**src/rtl/reg_dump_reader.sv**
```systemverilog
// Debug readout engine: walks the GPR and/or FPR files through their combinational
// read ports and streams each entry out as a tagged word over valid/ready.
module reg_dump_reader #(
  parameter int NUM_GPR = 32,
  parameter int NUM_FPR = 32,
  parameter int DATA_W  = 32
) (
  input  logic              clk,
  input  logic              rst,
  input  logic              start,
  input  logic [1:0]        bank_sel,
  input  logic              abort,
  output logic              busy,
  output logic              done,
  output logic [4:0]        gpr_raddr,
  input  logic [DATA_W-1:0] gpr_rdata,
  output logic [4:0]        fpr_raddr,
  input  logic [DATA_W-1:0] fpr_rdata,
  output logic              out_valid,
  input  logic              out_ready,
  output logic [DATA_W-1:0] out_data,
  output logic [5:0]        out_tag,
  output logic              out_last
);

  localparam logic [4:0] GPR_LAST = 5'(NUM_GPR - 1);
  localparam logic [4:0] FPR_LAST = 5'(NUM_FPR - 1);

  typedef enum logic [1:0] {IDLE, FETCH, HOLD, DONE} state_t;

  state_t            state_reg;
  logic [4:0]        idx_reg;
  logic              bank_reg;      // 0 = GPR, 1 = FPR
  logic              also_fpr_reg;  // GPR pass is followed by an FPR pass
  logic              busy_reg;
  logic              done_reg;
  logic              out_valid_reg;
  logic              out_last_reg;
  logic [DATA_W-1:0] out_data_reg;
  logic [5:0]        out_tag_reg;
  logic              at_last;

  assign at_last = bank_reg ? (idx_reg == FPR_LAST) : (idx_reg == GPR_LAST);

  always_ff @(posedge clk or negedge rst) begin
    if (!rst) begin
      state_reg     <= IDLE;
      idx_reg       <= '0;
      bank_reg      <= 1'b0;
      also_fpr_reg  <= 1'b0;
      busy_reg      <= 1'b0;
      done_reg      <= 1'b0;
      out_valid_reg <= 1'b0;
      out_last_reg  <= 1'b0;
      out_data_reg  <= '0;
      out_tag_reg   <= '0;
    end else begin
      case (state_reg)
        IDLE: begin
          // abort wins over a coincident start
          if (start && !abort) begin
            busy_reg <= 1'b1;
            if (bank_sel == 2'b00) begin
              state_reg <= DONE;
              done_reg  <= 1'b1;
            end else begin
              state_reg    <= FETCH;
              idx_reg      <= '0;
              bank_reg     <= ~bank_sel[0];
              also_fpr_reg <= bank_sel[0] & bank_sel[1];
            end
          end
        end

        FETCH: begin
          if (abort) begin
            state_reg     <= IDLE;
            busy_reg      <= 1'b0;
            done_reg      <= 1'b0;
            out_valid_reg <= 1'b0;
          end else begin
            out_data_reg  <= bank_reg ? fpr_rdata : gpr_rdata;
            out_tag_reg   <= {bank_reg, idx_reg};
            out_last_reg  <= at_last && (bank_reg || !also_fpr_reg);
            out_valid_reg <= 1'b1;
            state_reg     <= HOLD;
          end
        end

        HOLD: begin
          if (abort) begin
            state_reg     <= IDLE;
            busy_reg      <= 1'b0;
            done_reg      <= 1'b0;
            out_valid_reg <= 1'b0;
          end else if (out_valid_reg && out_ready) begin
            out_valid_reg <= 1'b0;
            out_last_reg  <= 1'b0;
            if (out_last_reg) begin
              state_reg <= DONE;
              done_reg  <= 1'b1;
            end else if (at_last) begin
              idx_reg   <= '0;
              bank_reg  <= 1'b1;
              state_reg <= FETCH;
            end else begin
              idx_reg   <= idx_reg + 5'd1;
              state_reg <= FETCH;
            end
          end
        end

        DONE: begin
          state_reg     <= IDLE;
          busy_reg      <= 1'b0;
          done_reg      <= 1'b0;
          out_valid_reg <= 1'b0;
        end

        default: begin
          state_reg     <= IDLE;
          busy_reg      <= 1'b0;
          done_reg      <= 1'b0;
          out_valid_reg <= 1'b0;
        end
      endcase
    end
  end

  assign busy      = busy_reg;
  assign done      = done_reg;
  assign gpr_raddr = idx_reg;
  assign fpr_raddr = idx_reg;
  assign out_valid = out_valid_reg;
  assign out_data  = out_data_reg;
  assign out_tag   = out_tag_reg;
  assign out_last  = out_last_reg;

endmodule

```
**config.mk**
```make
export PLATFORM = sky130hd
export DESIGN_NAME = reg_dump_reader
export DESIGN_NICKNAME = d
export VERILOG_FILES = /design/src/rtl/reg_dump_reader.sv
export SDC_FILE = /design/constraint.sdc
export NUM_CORES = 1
export LEC_CHECK = 0
export BUFFER_PORTS_ARGS = -buffer_cell sky130_fd_sc_hd__clkbuf_2
export CORE_MARGIN = 2
export CORE_UTILIZATION = 45
export CTS_CLUSTER_DIAMETER = 40
export DETAILED_ROUTE_END_ITERATION = 7
export PLACE_DENSITY = 0.78
export RECOVER_POWER = 50
export SETUP_SLACK_MARGIN = 0.4
export SYNTH_ARGS = -nofsm -noshare
export SYNTH_HDL_FRONTEND = slang
export SYNTH_SLANG_ARGS = --single-unit
```
**constraint.sdc**
```tcl
create_clock -name clk -period 3.3 [get_ports clk]
set_clock_uncertainty 0.1 [all_clocks]
set_input_delay 0 -clock clk [delete_from_list [all_inputs] [get_ports clk]]
set_output_delay 0 -clock clk [all_outputs]
set_load 0.005 [all_outputs]
```
==> results.json <==
{
  "ys_seq_elements": 51,
  "antenna_cells": 0,
  "hold_class": "in2reg",
  "synth_top_cell_area_share_pct": 48.7,
  "maxSlewViolCount": 0,
  "finalHoldViolations": 0,
  "clkSinkCount": 51,
  "wl_per_cell_microns": 15.3,
  "grt_pass1_wl_mm": 12.1,
  "synth.cell_area_sq_um": 2620,
  "setup_tns_ns": 0,
  "wirelength_mm": 7.86,
  "ctsHtreeMaxLevel": 2,
  "synthArstFlopShare_pct": 100,
  "synthMostInstantiatedCell": "dfrtp_1",
  "synth_top_family_by_area": "multiplexers",
  "overflow": 0,
  "antenna_found_initial": 0,
  "grt_most_used_layer": "met2",
  "die_h_microns": 80.3,
  "start_util_pct": 47.0,
  "drt_iter0_markers": 54,
  "synthMuxAreaShare_pct": 15.2,
  "ant_nets": 0,
  "gr-usage-met2_pct": 48.2,
  "cp.arrival_ns": 2.42,
  "final_area_sq_um": 4030,
  "gr-usage-met1_pct": 25.7,
  "synth.top_cells.by_count": "dfrtp_1 (51), nand2_1 (42), o21ai_1 (37)",
  "maxCapViolations": 0,
  "clk_latency_ns": 0.30,
  "num-fill-cells": 427,
  "drive_gt1_share_pct": 24.5,
  "drtPass1Iterations": 4,
  "largest_reg_flops": 32,
  "clk_pin_slew_ns": 0.09,
  "p_per_area_nw_per_um2": 758,
  "crit_type": "reg2reg",
  "syn-instance-count": 256,
  "crit_fanout": 11,
  "period_needed_ns": 2.27,
  "worstSetupEndpointType": "flip-flop",
  "gp_congestion": 0.770,
  "finalSetupViolations": 0,
  "syn_nets": 335,
  "synthDistinctLibCells": 37,
  "drc_errors": 0,
  "worst_slew_pin_slew_ns": 1.08,
  "grt.total_usage_pct": 24.8,
  "p_leak_uw": 0.00207,
  "status": "finished, final reports clean",
  "ys_seq_area_share_pct": 48.7,
  "ir_worst_vdd_mv": 0.524,
  "fmax_mhz": 440,
  "holdWs_ns": 0.116,
  "synth-simple-area-share_pct": 12.2,
  "die_area_sq_um": 6450,
  "placed_cell_area_sq_um": 3230,
  "synth_ff_type": "dfrtp_1",
  "vias": 2585,
  "synth_area_leaders": "dfrtp_1 (49%), mux2i_1 (13%), o21ai_1 (7.1%)",
  "post-synth-top-area-cell": "dfrtp_1",
  "fp.dieW_microns": 80.3,
  "min_period_over_period_pct": 68.9,
  "groute.layer.met3.usage_pct": 5.73,
  "crit_required_ns": 3.44,
  "area.growth.synth_to_final_pct": 53.7,
  "syn_area_per_cell_sq_um": 10.2,
  "rows": 27,
  "synth_edf_count": 0,
  "viasPerCell": 5.04,
  "synthAdderAreaFrac_pct": 3.82,
  "cts_buffers": 5,
  "synth_compound_area_share_pct": 14.5,
  "first_global_vias": 2639,
  "cts-root-buf": "clkbuf_8",
  "synth_xor_area_share_pct": 0,
  "portBuffers": 122,
  "hpwl_mm": 4.64,
  "rsz0062_at_grt": "false",
  "cts.path.max_buffers": 2,
  "io_pins": 123,
  "core-area_sq_um": 5570,
  "crit_path_start_kind": "flip-flop",
  "yosysWarnings": 0,
  "cts_tree": "built",
  "nets": 519,
  "grt_max_degree": 42,
  "max_slew_margin_pct": 28.0
}
==> final cells by class <==
class | instances | area, sq um | area share, %
clock inverters | 2 | 38.8 | 0.962
inverters | 11 | 41.3 | 1.02
well taps | 72 | 90.1 | 2.24
clock buffers | 6 | 82.6 | 2.05
flip-flops and latches | 51 | 1280 | 31.7
repair buffers | 196 | 1300 | 32.3
multi-input cells | 175 | 1200 | 29.8
==> worst paths after layout <==
check | from | endpoint | slack [ns] | depth (start not counted)
setup reg to reg | state_reg[0] | busy | 1.03 | 7
hold / removal | start | bank_reg | 0.12 | 5
hold reg to reg | out_data[26] | out_data[26] | 0.39 | 2
max in group asynchronous | rst | bank_reg | 1.38 | 3
min in group asynchronous | rst | out_data[3] | 0.31 | 2
setup / recovery | state_reg[0] | busy | 1.03 | 7
==> timing repair <==
item | in CTS | in global routing
endpoints found under the hold margin | 55 | 0
setup endpoints to repair | 0 | 0
hold buffers | 72 | 0
setup buffers | 0 | 0
gates resized for setup | 0 | 0
==> layer usage <==
metal / routed length, microns / share of wire (%)
met4: 232 / 3.0
met2: 4320 / 55
met1: 2890 / 37
met5: 0 / 0
met3: 423 / 5.4
==> placed cells by master (no fill, tap or decap), types with 2 or more instances in the layout <==
cell type	n
clkbuf_2	88
dlygate4sd3_1	72
dfrtp_1	50
nand2_1	42
o21ai_1	37
mux2i_1	35
clkbuf_1	35
inv_1	10
ha_1	8
clkbuf_8	6
a21oi_1	5
nand3_1	5
nor2_1	4
nor2b_1	4
o21ai_0	4
mux2_1	3
nor3_1	3
o2bb2ai_1	3
a211oi_1	3
a31oi_1	2
==> critical path: stages, from the launching register on <==
cell and delay [ns]:
dfrtp_1 0.43, inv_1 0.15, ha_1 0.40, nor3b_1 0.12
a21oi_1 0.16, nor2_1 0.06, a211oi_1 0.22, dlygate4sd3_1 0.58
==> cells by family (layout without fill, tap and decap cells) <==
family,Yosys count,count (layout)
simple gates,66,66
compound gates,62,62
flops,51,51
mux,39,39
buf+inv,30,215
fa+ha+maj,8,8
==> per-stage QoR <==
stage	utilization (%)	worst slack [ns]	power [uW]	instances
floorplan	-	1.51	1930	256
global placement	58.0	1.30	2320	433
detailed placement	58.0	1.19	2390	433
CTS	73.1	1.04	3060	513
global route	72.3	0.826	3280	513
finish	72.3	1.03	3060	513
==> where the power goes <==
part,total (uW),internal [uW],switching [uW],leakage (uW)
Sequential,1120,874,251,0.000649
Combinational,1470,758,713,0.00136
Clock,460,250,210,0.0000618
Note: power is estimated with default switching activity, not from simulation.
